$ cat src/rtl/hazard_stall_unit.sv
// -----------------------------------------------------------------------------
// hazard_stall_unit
//
// Pipeline hazard controller for a five-stage in-order core. It decides each
// cycle whether the front end runs, stalls for a load-use hazard, flushes for
// a taken branch, or freezes entirely while data memory is busy. All state
// updates on the falling clock edge, the same edge as the PC register.
//
// Parameters
//   N_CNT            width of the stall-cycle counter
//
// Inputs
//   clk              pipeline clock (state updates on the falling edge)
//   reset            asynchronous, active-low reset
//   id_valid         ID stage holds a valid instruction
//   id_rs1, id_rs2   ID source register indices
//   id_uses_rs1/rs2  ID instruction actually reads rs1 / rs2
//   id_rd            ID destination register index
//   id_is_load       ID instruction is a load
//   ex_branch_taken  EX resolved a taken branch or jump
//   mem_busy         MEM stage is waiting on data memory
//
// Outputs
//   bubble           PC holds its value
//   ifid_hold        IF/ID register holds
//   idex_hold        ID/EX register holds
//   ifid_flush       load a NOP into IF/ID on the next edge
//   idex_flush       load a NOP into ID/EX on the next edge
//   state            0 = RUN, 1 = MEM_WAIT
//   stall_cycles     saturating count of edges taken with bubble = 1
//   flush_count      saturating count of edges taken in the branch case
// -----------------------------------------------------------------------------
module hazard_stall_unit #(
  parameter int N_CNT = 16
) (
  input  logic             clk,
  input  logic             reset,
  input  logic             id_valid,
  input  logic [4:0]       id_rs1,
  input  logic [4:0]       id_rs2,
  input  logic             id_uses_rs1,
  input  logic             id_uses_rs2,
  input  logic [4:0]       id_rd,
  input  logic             id_is_load,
  input  logic             ex_branch_taken,
  input  logic             mem_busy,
  output logic             bubble,
  output logic             ifid_hold,
  output logic             idex_hold,
  output logic             ifid_flush,
  output logic             idex_flush,
  output logic [1:0]       state,
  output logic [N_CNT-1:0] stall_cycles,
  output logic [7:0]       flush_count
);

  typedef enum logic [1:0] {
    ST_RUN      = 2'd0,
    ST_MEM_WAIT = 2'd1
  } state_t;

  localparam logic [N_CNT-1:0] STALL_MAX = {N_CNT{1'b1}};
  localparam logic [7:0]       FLUSH_MAX = 8'hFF;

  state_t           state_q, state_d;
  logic             ex_load_q, ex_load_d;
  logic [4:0]       ex_rd_q, ex_rd_d;
  logic [N_CNT-1:0] stall_cycles_q, stall_cycles_d;
  logic [7:0]       flush_count_q, flush_count_d;

  logic freeze_s;
  logic load_use_s;
  logic branch_case_s;
  logic load_use_case_s;
  logic rs1_hit_s;
  logic rs2_hit_s;

  // Hazard detection: classify the current cycle as freeze, branch or load-use.
  always_comb begin
    freeze_s   = mem_busy | (state_q == ST_MEM_WAIT);
    // x0 is hard-wired zero, so a load targeting it can never create a hazard.
    rs1_hit_s  = id_uses_rs1 & (id_rs1 == ex_rd_q);
    rs2_hit_s  = id_uses_rs2 & (id_rs2 == ex_rd_q);
    load_use_s = id_valid & ex_load_q & (ex_rd_q != 5'd0) & (rs1_hit_s | rs2_hit_s);
    // Priority: freeze > branch > load-use. Reset suppresses every case so the
    // counters and outputs stay quiet while reset is held.
    branch_case_s   = reset & ~freeze_s & ex_branch_taken;
    load_use_case_s = reset & ~freeze_s & ~ex_branch_taken & load_use_s;
  end

  // Control outputs: zero-latency decode of the classified cycle.
  always_comb begin
    bubble     = 1'b0;
    ifid_hold  = 1'b0;
    idex_hold  = 1'b0;
    ifid_flush = 1'b0;
    idex_flush = 1'b0;
    if (!reset) begin
      // Reset forces every control output low regardless of mem_busy.
      bubble     = 1'b0;
    end else if (freeze_s) begin
      bubble     = 1'b1;
      ifid_hold  = 1'b1;
      idex_hold  = 1'b1;
    end else if (branch_case_s) begin
      ifid_flush = 1'b1;
      idex_flush = 1'b1;
    end else if (load_use_case_s) begin
      // Hold the dependent instruction in ID and send a bubble into EX.
      bubble     = 1'b1;
      ifid_hold  = 1'b1;
      idex_flush = 1'b1;
    end else begin
      bubble     = 1'b0;
    end
  end

  // FSM next state: MEM_WAIT is entered and left purely on mem_busy.
  always_comb begin
    state_d = state_q;
    case (state_q)
      ST_RUN:      state_d = mem_busy ? ST_MEM_WAIT : ST_RUN;
      ST_MEM_WAIT: state_d = mem_busy ? ST_MEM_WAIT : ST_RUN;
      default:     state_d = ST_RUN;
    endcase
  end

  // EX-stage tracker next state: what instruction will sit in EX after the edge.
  always_comb begin
    ex_load_d = ex_load_q;
    ex_rd_d   = ex_rd_q;
    if (freeze_s) begin
      // ID/EX holds, so EX keeps the same instruction.
      ex_load_d = ex_load_q;
      ex_rd_d   = ex_rd_q;
    end else if (branch_case_s || load_use_case_s) begin
      // A NOP enters EX; clearing ex_load_q limits a load-use stall to one cycle.
      ex_load_d = 1'b0;
      ex_rd_d   = 5'd0;
    end else begin
      ex_load_d = id_valid & id_is_load;
      ex_rd_d   = id_rd;
    end
  end

  // Saturating event counters.
  always_comb begin
    stall_cycles_d = stall_cycles_q;
    flush_count_d  = flush_count_q;
    if (bubble && (stall_cycles_q != STALL_MAX)) begin
      stall_cycles_d = stall_cycles_q + {{(N_CNT-1){1'b0}}, 1'b1};
    end else begin
      stall_cycles_d = stall_cycles_q;
    end
    if (branch_case_s && (flush_count_q != FLUSH_MAX)) begin
      flush_count_d = flush_count_q + 8'd1;
    end else begin
      flush_count_d = flush_count_q;
    end
  end

  // State registers, updated on the falling edge alongside the PC.
  always_ff @(negedge clk or negedge reset) begin
    if (!reset) begin
      state_q        <= ST_RUN;
      ex_load_q      <= 1'b0;
      ex_rd_q        <= 5'd0;
      stall_cycles_q <= {N_CNT{1'b0}};
      flush_count_q  <= 8'd0;
    end else begin
      state_q        <= state_d;
      ex_load_q      <= ex_load_d;
      ex_rd_q        <= ex_rd_d;
      stall_cycles_q <= stall_cycles_d;
      flush_count_q  <= flush_count_d;
    end
  end

  assign state        = state_q;
  assign stall_cycles = stall_cycles_q;
  assign flush_count  = flush_count_q;

endmodule

$ cat config.mk
export PLATFORM = sky130hd
export DESIGN_NAME = hazard_stall_unit
export DESIGN_NICKNAME = d
export VERILOG_FILES = /design/src/rtl/hazard_stall_unit.sv
export SDC_FILE = /design/constraint.sdc
export NUM_CORES = 1
export LEC_CHECK = 0
export CAP_MARGIN = 25
export CORE_MARGIN = 3
export CORE_UTILIZATION = 45
export DETAILED_ROUTE_END_ITERATION = 16
export GPL_TIMING_DRIVEN = 0
export PLACE_DENSITY_LB_ADDON = 0.3
export SLEW_MARGIN = 30
export SYNTH_ARGS = -nofsm -noshare
export SYNTH_HDL_FRONTEND = slang
export SYNTH_SLANG_ARGS = --single-unit
$ cat constraint.sdc
create_clock -name clk -period 2.5 [get_ports clk]
set_input_delay 0.5 -clock clk [delete_from_list [all_inputs] [get_ports clk]]
set_output_delay 0.5 -clock clk [all_outputs]
set_load 0.01 [all_outputs]
Word-level counts from Yosys, hierarchy flattened
Index checks and enable logic that the tools add are counted.

Multiplexer cells: 16. Equal/unequal tests: 5. Reductions and logical operators: 6. Bitwise operators: 14. Add/sub/neg operators: 2.

Operators by type and width (count): $add A16 B1 Y16 const B (1); $ne A16 B16 Y1 const B (1); $mux W1 (15); $and A1 B1 Y1 (10); $eq A5 B5 Y1 (2); $add A8 B1 Y8 const B (1); $ne A8 B8 Y1 const B (1); $mux W5 (1); $reduce_bool A5 Y1 (1); $eq A2 B1 Y1 const B (1); $logic_and A1 B1 Y1 (2); $logic_not A2 Y1 (1); $not A1 Y1 (2); $or A1 B1 Y1 (2); $reduce_or A2 Y1 (1); $logic_or A1 B1 Y1 (1).

Register bits after elaboration: 32.

Depth between registers and ports, before layout
Depth in word-level cells: 11. Gate-level depth with buffers: 8. Gate-level depth less buffers: 7.

==> impl_metrics.tcl <==
set metrics [dict create \
    outcome "finished, violations left" \
    violations "setup timing" \
    vias_per_cell 5.49 \
    synth-seq-area-share 0.494 \
    cts.path.max_buffers 2 \
    r2r-end "stall_cycles[1]$_DFFE_NN0P_" \
    worstHoldEndpoint "stall_cycles[14]$_DFFE_NN0P_" \
    ir_drop_uv 518 \
    finalSetupViolCount 60 \
    first_global_vias 1607 \
    clock_sinks 31 \
    worstMarginPinSlew_ns 0.811 \
    power_frac_clock 0.202 \
    cts_made_buffers 5 \
    finalClockSkew_ns 0.00790 \
    p_leak_nw 1.44 \
    worst_slack_ns -1.17 \
    die_h_um 65.1 \
    antenna_cells 0 \
    io_pins 54 \
    fin_tns_setup_ns -28.97 \
    die_area_sq_um 4240 \
    synth.top_cells.by_count "dfrtn_1, nand2_1, xnor2_1" \
    die_x_um 65.1 \
    synthArstFlopShare 1.00 \
    worstHoldStart "stall_cycles[14]$_DFFE_NN0P_" \
    cts_max_level 2 \
    worst-r2r-setup-slack_ns -0.17 \
    ys.flop_type "dfrtn_1" \
    cap_viol_max_count 0 \
    yosysTopAreaCellShare 0.494 \
    route.detailed.drc 0 \
    ant_nets 0 \
    gr-total-overflow 0 \
    synth.area.top_cells "dfrtn_1, xnor2_1, nand2_1, xor2_1, nand4_1" \
    drive_gt1_frac 0.509 \
    finalMaxSlewViolations 0 \
    yosys_warnings 0 \
    cts_tree "yes" \
    io_buffers 52 \
    dr.pass1.iters 4 \
    drtIter0Drc 90 \
    core_area_sq_um 3180 \
    ctsHoldBuffers 0 \
    critPathRequiredTime_ns 2.00 \
    synth_seq_cells 31 \
    cp_max_fo 4 \
    routed_wl_um 6130 \
    worstSetupStartpointType "flop" \
    dpl.cell_count 245 \
    fp-row-count 20 \
    syn_inst 148 \
    layout.nets 289 \
    p_per_area_nw_per_um2 606 \
    final_cells 309 \
    worstHoldPathCells 2 \
    antenna_found_initial 0 \
    synth.net_count 173 \
    critPathKind "reg -> out" \
    p_switching_w 0.000580 \
    grt_max_degree 14 \
    vias 1696 \
    yosysTopAreaCell "dfrtn_1" \
    start_util 0.494 \
    clkLatencyLatePin_ns 0.33 \
    grt_usage 0.254 \
    yosysMostFrequentCell "dfrtn_1" \
    rsz0062_at_grt "true" \
    synth-edff-count 0 \
    hold_viol_final 0 \
    dpl_cell_area_sq_um 2240 \
    r2r_cells 8 \
    syn_area_sq_um 1570 \
    combPwrFrac 0.409 \
    dp_hpwl_um 2830 \
    end_kind "output pin" \
    r2r-start "stall_cycles[1]$_DFFE_NN0P_" \
    gp_congestion 0.751 \
    sw_frac_of_total 0.342 \
    ys_types 32 \
    seqPwrFrac 0.389 \
    design_area_sq_um 2800 \
    grt_pass1_wl_um 8050 \
    slew_headroom 0.455 \
    hold_path.class "reg -> reg" \
    root_buffer "clkbuf_4" \
    wl_per_cell_um 19.8 \
    syn_to_final_growth_pct 77.9 \
    avgSynthCellArea_sq_um 10.6 \
    worstPathArrival_ns 3.17 \
    p_int_w 0.00112 \
    clk_pin_slew_ns 0.07 \
    dpl_worst_slack_ns -1.38 \
]
how the worst max path moves through the flow:
stage	startpoint	end	slack (ns)	depth (start not counted)
finish	ex_rd_q[0]$_DFFE_NN0N_	ifid_hold	-1.17	5
global route	ex_rd_q[0]$_DFFE_NN0N_	ifid_hold	-1.22	5
CTS	ex_rd_q[2]$_DFFE_NN0N_	idex_flush	-1.17	6
detailed placement	ex_rd_q[3]$_DFFE_NN0N_	idex_flush	-1.38	5
global placement	reset	stall_cycles[14]$_DFFE_NN0P_	-2.43	8
floorplan	id_rs1[3]	stall_cycles[12]$_DFFE_NN0P_	-0.68	6
critical path, cell delays in order (launching register included):
cell and delay, ns:
dfrtn_1 0.41, or4_4 0.58, o211ai_4 0.24, o21ai_2 0.12, buf_4 0.14, buf_6 0.11
routing by layer:
layer,track usage,up-vias,routed length [um]
li1,-,746,-
met1,0.306,840,2340
met2,0.450,88,3110
met3,0.0632,22,423
met4,0.0699,0,249
met5,0,-,0
repair_timing:
action | 4_1_cts | 5_1_grt
resized for setup | 163 | 33
buffers inserted | 39 | 17
setup endpoints to repair | 60 | 60
cloned | 2 | 0
pin swaps | 19 | 14
kinds of logic (layout without fill, tap and decap cells):
family          count (synthesis)  after routing  synth area share
compound gates                 13             13            0.0645
mux                             3              3            0.0215
simple gates                   60             60             0.201
other cells                     1              1           0.00239
fa+ha+maj                       2              2            0.0159
xor+xnor                       31             31             0.173
buf+inv                         7            124            0.0279
flops                          31             31             0.494
sequential cells by signal, indices dropped and copies added, names as in the netlist:
signal and cells:
ex_load_q 1, state 1, stall_cycles 16, ex_rd_q 5
flush_count 8
area by class of cell:
type / count / area, sq um
flip-flops and latches: 31 / 776
well taps: 44 / 55.1
plain buffers: 5 / 46.3
fillers: 137 / 383
repair buffers: 109 / 923
inverters: 2 / 7.51
multi-input cells: 110 / 918
clock buffers: 8 / 68.8
power groups by stage:
stage          Sequential, W  Clock, W  Combinational (W)
2_1_floorplan       0.000734         0           0.000182
3_3_place_gp        0.000716         0           0.000427
3_5_place_dp        0.000726         0           0.000449
4_1_cts             0.000656  0.000346           0.000589
5_1_grt             0.000670  0.000374           0.000738
6_report            0.000660  0.000343           0.000693
metrics by stage:
step	hold WS [ns]	power (W)	util
floorplan	0.402	0.000916	-
global placement	0.411	0.00114	0.699
detailed placement	0.417	0.00118	0.706
CTS	0.426	0.00159	0.818
global route	0.552	0.00178	0.880
finish	0.524	0.00169	0.880
layout by cell type (no fill, tap or decap), types with 7 or more instances in the layout:
master	instances
nand4_1	12
buf_4	42
clkdlybuf4s50_1	9
buf_2	26
xnor2_1	17
and3_1	7
xor2_1	9
nand2_1	18
buf_6	23
dfrtn_1	31
Note: power is estimated with default switching activity, not from simulation.
